==> src/rtl/exec_pkg.sv <==
// Shared op-code and FSM state encodings plus default widths for the execute stage.
package exec_pkg;

  localparam int DEF_DATA_W = 16;
  localparam int DEF_REG_W  = 3;

  typedef enum logic [2:0] {
    OP_ADD = 3'b000,
    OP_SUB = 3'b001,
    OP_AND = 3'b010,
    OP_OR  = 3'b011,
    OP_SLT = 3'b100,
    OP_SLL = 3'b101,
    OP_SRA = 3'b110,
    OP_MUL = 3'b111
  } alu_op_e;

  typedef enum logic [1:0] {
    ST_IDLE     = 2'b00,
    ST_MUL_BUSY = 2'b01,
    ST_HOLD     = 2'b10
  } exec_state_e;

endpackage

==> src/rtl/seq_mul.sv <==
// Iterative shift-add multiplier returning the low DATA_W bits of the unsigned product.
// One multiplier bit per cycle; done is a combinational pulse in the last iteration with product valid alongside.
module seq_mul #(
  parameter int DATA_W = 16
) (
  input  logic              clk,
  input  logic              rst_n,
  input  logic              start,
  input  logic [DATA_W-1:0] a,
  input  logic [DATA_W-1:0] b,
  output logic              done,
  output logic [DATA_W-1:0] product
);

  localparam int CNT_W = $clog2(DATA_W);

  logic              busy;
  logic [CNT_W-1:0]  cnt;
  logic [DATA_W-1:0] acc;
  logic [DATA_W-1:0] mcand;
  logic [DATA_W-1:0] mplier;
  logic [DATA_W-1:0] acc_next;

  // The final partial sum is exposed combinationally so the caller registers it at the DATA_W-th edge.
  assign acc_next = acc + (mplier[0] ? mcand : '0);
  assign done     = busy && (cnt == CNT_W'(DATA_W - 1));
  assign product  = acc_next;

  always_ff @(posedge clk or negedge rst_n) begin
    if (!rst_n) begin
      busy   <= 1'b0;
      cnt    <= '0;
      acc    <= '0;
      mcand  <= '0;
      mplier <= '0;
    end else if (start) begin
      busy   <= 1'b1;
      cnt    <= '0;
      acc    <= '0;
      mcand  <= a;
      mplier <= b;
    end else if (busy) begin
      acc    <= acc_next;
      mcand  <= mcand << 1;
      mplier <= mplier >> 1;
      if (done) begin
        busy <= 1'b0;
        cnt  <= '0;
      end else begin
        cnt <= cnt + CNT_W'(1);
      end
    end
  end

endmodule

==> src/rtl/execute_stage_pipe.sv <==
// Execute stage: single-cycle ALU ops, DATA_W-cycle iterative MUL, registered valid/ready result channel.
// Latency 1 (non-MUL) or DATA_W (MUL); in_ready drops while multiplying or while a result is stalled.
module execute_stage_pipe
  import exec_pkg::*;
#(
  parameter int DATA_W = DEF_DATA_W,
  parameter int REG_W  = DEF_REG_W
) (
  input  logic              clk,
  input  logic              rst_n,
  input  logic              in_valid,
  output logic              in_ready,
  input  logic [2:0]        alu_op,
  input  logic              alu_src,
  input  logic              reg_dst,
  input  logic [DATA_W-1:0] rd1,
  input  logic [DATA_W-1:0] rd2,
  input  logic [DATA_W-1:0] imm,
  input  logic [REG_W-1:0]  rt,
  input  logic [REG_W-1:0]  rd,
  output logic              out_valid,
  input  logic              out_ready,
  output logic [DATA_W-1:0] result,
  output logic              zero,
  output logic              ovf,
  output logic [REG_W-1:0]  wr_reg
);

  localparam int SHAMT_W = $clog2(DATA_W);
  localparam int MSB     = DATA_W - 1;

  exec_state_e       state;
  alu_op_e           op;
  logic [DATA_W-1:0] opa;
  logic [DATA_W-1:0] opb;
  logic [SHAMT_W-1:0] shamt;
  logic [DATA_W-1:0] alu_res;
  logic              alu_ovf;
  logic              accept;
  logic              mul_start;
  logic              mul_done;
  logic [DATA_W-1:0] mul_product;
  logic [REG_W-1:0]  dst_sel;

  assign op        = alu_op_e'(alu_op);
  assign opa       = rd1;
  assign opb       = alu_src ? imm : rd2;
  assign shamt     = opb[SHAMT_W-1:0];
  assign dst_sel   = reg_dst ? rd : rt;
  assign in_ready  = (state == ST_IDLE) && (!out_valid || out_ready);
  assign accept    = in_valid && in_ready;
  assign mul_start = accept && (op == OP_MUL);

  always_comb begin
    alu_res = '0;
    alu_ovf = 1'b0;
    case (op)
      OP_ADD: begin
        alu_res = opa + opb;
        alu_ovf = (opa[MSB] == opb[MSB]) && (alu_res[MSB] != opa[MSB]);
      end
      OP_SUB: begin
        alu_res = opa - opb;
        alu_ovf = (opa[MSB] != opb[MSB]) && (alu_res[MSB] != opa[MSB]);
      end
      OP_AND:  alu_res = opa & opb;
      OP_OR:   alu_res = opa | opb;
      OP_SLT:  alu_res = {{(DATA_W-1){1'b0}}, ($signed(opa) < $signed(opb))};
      OP_SLL:  alu_res = opa << shamt;
      OP_SRA:  alu_res = $signed(opa) >>> shamt;
      default: alu_res = '0;
    endcase
  end

  seq_mul #(.DATA_W(DATA_W)) u_seq_mul (
    .clk     (clk),
    .rst_n   (rst_n),
    .start   (mul_start),
    .a       (opa),
    .b       (opb),
    .done    (mul_done),
    .product (mul_product)
  );

  always_ff @(posedge clk or negedge rst_n) begin
    if (!rst_n) begin
      state     <= ST_IDLE;
      out_valid <= 1'b0;
      result    <= '0;
      zero      <= 1'b0;
      ovf       <= 1'b0;
      wr_reg    <= '0;
    end else begin
      case (state)
        ST_IDLE: begin
          if (accept) begin
            wr_reg <= dst_sel;
            if (op == OP_MUL) begin
              // Output slot is empty or draining this edge, so it is free for the whole multiply.
              state     <= ST_MUL_BUSY;
              out_valid <= 1'b0;
            end else begin
              result    <= alu_res;
              zero      <= (alu_res == '0);
              ovf       <= alu_ovf;
              out_valid <= 1'b1;
            end
          end else if (out_valid && out_ready) begin
            out_valid <= 1'b0;
          end else if (out_valid) begin
            state <= ST_HOLD;
          end
        end
        ST_MUL_BUSY: begin
          if (mul_done) begin
            result    <= mul_product;
            zero      <= (mul_product == '0);
            ovf       <= 1'b0;
            out_valid <= 1'b1;
            state     <= ST_IDLE;
          end
        end
        ST_HOLD: begin
          if (out_ready) begin
            out_valid <= 1'b0;
            state     <= ST_IDLE;
          end
        end
        default: state <= ST_IDLE;
      endcase
    end
  end

endmodule

==> config.mk <==
export PLATFORM = sky130hd
export DESIGN_NAME = execute_stage_pipe
export DESIGN_NICKNAME = d
export VERILOG_FILES = /design/src/rtl/exec_pkg.sv /design/src/rtl/seq_mul.sv /design/src/rtl/execute_stage_pipe.sv
export SDC_FILE = /design/constraint.sdc
export NUM_CORES = 1
export LEC_CHECK = 0
export BUFFER_PORTS_ARGS = -buffer_cell sky130_fd_sc_hd__buf_2
export CAP_MARGIN = 20
export CORE_MARGIN = 1.5
export CORE_UTILIZATION = 25
export CTS_CLUSTER_SIZE = 40
export DETAILED_ROUTE_END_ITERATION = 12
export PLACE_DENSITY = 0.36
export SYNTH_ARGS = -nofsm -noshare
export SYNTH_HDL_FRONTEND = slang
export SYNTH_SLANG_ARGS = --single-unit
==> constraint.sdc <==
create_clock -name clk -period 4.45 [get_ports clk]
set_input_delay 0.89 -clock clk [delete_from_list [all_inputs] [get_ports clk]]
set_output_delay 0.89 -clock clk [all_outputs]
set_load 0.1 [all_outputs]
; ---- After elaboration in Yosys (flattened, before gate mapping)
; Cells that the tools add are included.
[word_totals]
ram_bits = 0
output_inout_bits = 23
reg_bits = 77
wordCells = 104
memories = 0
romBits = 0
latchBits = 0
[op_classes]
multipliers = 0
n_eq_ne = 22
mux = 42
bitwise_logic = 2
div_mod_pow = 0
add_sub_neg = 4
n_reduce_logical = 20
order_cmp = 1
n_shift = 2
[ops]
columns = operator, n
row1 = 16-bit 2-to-1 mux, 11
row2 = 16-bit case mux with 7 select lines, 1
row3 = 16-bit adder, 2
row4 = 16-bit zero test, 2
row5 = 16-bit case mux with 2 select lines, 1
row6 = 16-bit bitwise AND, 1
row7 = 16-bit < comparator, 1
row8 = 16-bit OR, 1
row9 = 16-bit by 4-bit << shifter with 16-bit output, 1
row10 = 16-bit by 4-bit >>> shifter with 16-bit output, 1
row11 = 16-bit subtractor, 1
row12 = 1-bit 2-to-1 mux, 14
row13 = 3-bit == test (second input constant), 4
row14 = 2-bit 2-to-1 mux, 6
row15 = 4-bit 2-to-1 mux, 3
row16 = 2-bit != test (second input constant), 4
row17 = 4-bit AND reduction, 2
row18 = 1-bit logical AND, 7
row19 = 3-bit by 2-bit == test with 1-bit output (second input constant), 2
row20 = 3-bit by 2-bit != test with 1-bit output (second input constant), 2
row21 = 3-bit != test (second input constant), 2
row22 = 1-bit case mux with 2 select lines, 3
row23 = 2-bit case mux with 3 select lines, 1
row24 = 5-bit AND reduction, 1
row25 = 16 further kinds, 19

; ---- Depth between registers and ports, before layout
[depth]
depth_word = 8
ltp_mapped = 17

; ---- By module
; A second synthesis with hierarchy kept.
[unflattened]
hier_cells = 1055
hier_area_um2 = 8659.6
[modules_own_cells]
columns = mod, cells_per_inst, area_each_um2, n_inst
row1 = execute_stage_pipe, 699, 5291.3, 1
row2 = seq_mul, 356, 3368.2, 1

; ---- Worst setup path before layout
; OpenSTA, ideal clock, no wires.
[synth_path]
path_kind = input port to flip-flop
start = in alu_src
end = reg zero
path_stages = 17
n_path_buf = 4
arrival_ps = 4263
setup_slack_ps = 69
setup_ps = 118
path_cell_list = buf_6 > mux2i_4 > inv_2 > buf_4 > buf_2 > buf_2 > fa_1 > a21oi_2 > o221ai_1 > a2111oi_0 > o21bai_1 > a2111oi_0 > nor3_1 > xnor2_1 > o2111ai_1 > nor3_1 > a21o_1
[synth_via]
elab_chain_cells = 7
[synth_lines]
columns = item, line
row1 = from (decl), execute_stage_pipe.sv:14  ; input logic alu_src,
row2 = 16-bit 2-to-1 mux (*), execute_stage_pipe.sv:47  ; assign opb = alu_src ? imm : rd2;
row3 = "16-bit subtractor, or another cell as far along", execute_stage_pipe.sv:63  ; alu_res = opa - opb;
row4 = 16-bit case mux with 7 select lines (*), execute_stage_pipe.sv:57  ; case (op)
row5 = 16-bit zero test (*), execute_stage_pipe.sv:104  ; zero <= (alu_res == '0);
row6 = 1-bit 2-to-1 mux (*), execute_stage_pipe.sv:98  ; if (op == OP_MUL) begin
row7 = 1-bit 2-to-1 mux (*), execute_stage_pipe.sv:96  ; if (accept) begin
row8 = 1-bit case mux with 2 select lines (*), execute_stage_pipe.sv:94  ; case (state)
row9 = to (signal assigned), execute_stage_pipe.sv:104
row10 = to (signal assigned), execute_stage_pipe.sv:117  ; zero <= (mul_product == '0);
row11 = to (decl), execute_stage_pipe.sv:24  ; output logic zero,
; Mark *: on every way between the ends. The rest lies on a longest branch, timed or not. The select of a mux whose other input is x is not followed.
; A chain may end at the register's enable or synchronous reset.

; ---- Worst setup path in the final report
; Ends and elaborated chain as after synthesis.

==> metrics.cfg <==
[worst_setup_path]
cp.required_ns=4.73
crit_end=zero$_DFFE_PN0P_
worstPathMaxFanout=5
startpoint_type=primary input
path_common_cell=a31oi_1
reg2reg_depth=13
crit_type=primary input to register
cp-startpoint=alu_src
r2r_slack_ns=0.44
path_cells=buf_2, buf_4, buf_12, mux2_2, inv_1, ha_1, nor3b_1, nor2_1, a31oi_1, a21oi_1, o31a_1, or3_1, a31oi_1, o2111ai_1, nor3_1, a21o_1
crit-reg2reg-launch=u_seq_mul.mplier[0]$_DFFE_PN0P_
cp-end-kind=register
critical_path_arrival_ns=4.43
crit_slowest_cell=nor3b_1
regToRegEndpoint=zero$_DFFE_PN0P_
cpPeakStageDelay_ns=0.49

[logic_synthesis]
synthSimpleGateAreaFrac_pct=18.13
synth_commonest_cells=nor2_1, a21oi_1, mux2i_1, nand2_1, ha_1
synth_fa_ha_area_share_pct=12.34
synth_fp_nets=1199
yosysSeqAreaShare_pct=22.96
synthArstFlopShare_pct=100.0
synth_compound_area_share_pct=22.91
yosys-top-cells-area=dfrtp_1, ha_1, mux2i_1, a21oi_1, nor2_1
synth_top_area_share_pct=22.96
syn_area_um2=8393
synth_mux_area_share_pct=14.56
synth.most_common_cell=nor2_1
synth_top_family_by_area=compound AO/OA/AOI/OAI gates
synth_xor_area_share_pct=3.131
yosys.cell_types.count=78
ys_ff_latch=77
synth_area_per_cell_um2=7.955
netlist_instances=1055
ys_warn_count=0
ys.flop_type=dfrtp_1
yosysTopAreaCell=dfrtp_1
synth_edf_count=0

[die]
die_area_um2=34680
die_width_um=186.2
row_count=66
io_pins=86
start_util_pct=25.60
core-area_um2=32780
floorplan.die.height_um=186.2

[finish]
final_area_um2=10140
diodes=0
drive_gt1_share_pct=19.59
area_delta_synth_final_pct=20.78
layout.nets=1318
fillers=3588
final_util_pct=30.92

[grt]
grtUsageMet3_pct=2.142
grtUsageMet1_pct=25.92
grt_usage_pct=18.77
grt_use_met2_pct=30.43
grt_max_degree=50
top_usage_layer=met2
antenna_found_initial=0
overflow=0
grt_pass1_wl_mm=49.07
grt_pass1_vias=8146

[drt]
drtPass1Iterations=5
viasPerCell=5.015
detail-route-antenna-nets=0
num_vias=8130
drt-initial-drc-count=507
remaining_drc_errors=0
avgRoutedWirePerCell_um=19.63
drt_wl_total_mm=31.83

[cts]
ctsHoldBuffers=0
cts-root-buf=clkbuf_16
cts_max_path_buffers=2
cts.sinks=77
postCtsSetupBuffers=0
insertion_delay_ns=0.35
htree_levels=3
cts.reportedPaths.clkPinSlew_ns=0.07
cts_tree=yes
cts_made_buffers=9

[sta]
fin_setup_tns_ns=0
fin_crit_sh_pct=93.13
slew_viol_final=0
hold_violations=0
fin_hold_ws_ns=0.4685
finClkSkew_ns=0.009175
tightest_slew_ns=0.9748
finalSetupViolations=0
rsz0062_at_grt=no
layout_min_cycle_time_ns=4.144
fmax_ghz=0.2413
slew_headroom_pct=35.01

[placement]
place.gp.congestion=0.8957
numPortBuffers=85
dp_hpwl_mm=25.37
place_area_um2=9791

[power_and_ir_drop]
ir_worst_vdd_mv=0.3186
fin_total_pwr_mw=5.490
p_leak_nw=4.781
p_per_area_nw_per_um2=541.6

[hold_path]
hp-start=result[11]$_DFFE_PN0P_
hold_path.class=register to register

[job]
drv_cap=0

[run_status]
status=completed

-- repair_timing --
action / CTS / global route
setup endpoints to repair: 0 / 3
endpoints found under the hold margin: 0 / 0
gates resized for setup: 0 / 1
-- cell usage in the layout, fill, tap and decap left out, types with 19 or more instances in the layout --
master,count
a21oi_1,101
buf_2,84
buf_4,87
dfrtp_1,76
ha_1,78
inv_1,53
mux2i_1,85
nand2_1,87
nand3_1,23
nor2_1,126
nor3_1,23
o21ai_0,65
xnor2_1,19
-- metrics by stage --
step / cells / setup slack [ns]
final: 1621 / 0.3055
after global routing: 1621 / 0.05886
after CTS: 1621 / 0.3280
after detailed placement: 1605 / -0.02013
after global placement: 1605 / -0.06984
after floorplan: 1055 / 0.06896
-- logic make-up after synthesis --
kind of cell	Yosys count
AND/OR/NAND/NOR	331
AO/OA/AOI/OAI	304
buffers and inverters	122
multiplexers	110
adder cells (fa/ha/maj)	81
flip-flops	77
XOR/XNOR	30
-- worst min path at each step --
stage | end | slack (ns) | cells past startpoint
2_1_floorplan | u_seq_mul.mplier[15]$_DFFE_PN0P_ | 0.48 | 2
3_3_place_gp | result[11]$_DFFE_PN0P_ | 0.46 | 2
3_5_place_dp | result[11]$_DFFE_PN0P_ | 0.46 | 2
4_1_cts | result[11]$_DFFE_PN0P_ | 0.47 | 2
5_1_grt | result[7]$_DFFE_PN0P_ | 0.52 | 2
6_report | result[11]$_DFFE_PN0P_ | 0.47 | 2
-- layer usage --
metal	part of all wire [%]	vias to the layer above
li1	-	4034
met2	45	212
met5	0	-
met1	49	3841
met4	2.5	0
met3	3.5	43
-- worst max-delay path, delay by kind of cell --
family                     cells  cell delay (ns)
muxes                          1             0.23
and+or+nand+nor                4             1.13
AOI/OAI and AO/OA              6             1.29
buffers and inverters          4             0.49
adders and majority gates      1             0.40
-- area by class of cell --
class	count	area, µm²	share of cell area, %
flip-flops and latches	77	1928	19.02
multi-input cells	856	5983	59.02
inverters	57	214.0	2.111
repair buffers	173	1114	10.98
clock inverters	7	120.1	1.185
well taps	442	553.0	5.455
clock buffers	9	225.2	2.222
-- power breakdown --
part           total, mW  internal [mW]  switching, mW  leakage [nW]
Combinational       3.37           1.18           2.19          3.66
Sequential          1.25           1.03          0.220         0.959
Clock              0.869          0.551          0.318         0.166
Total               5.49           2.76           2.73          4.78
Note: power is estimated with default switching activity, not from simulation.
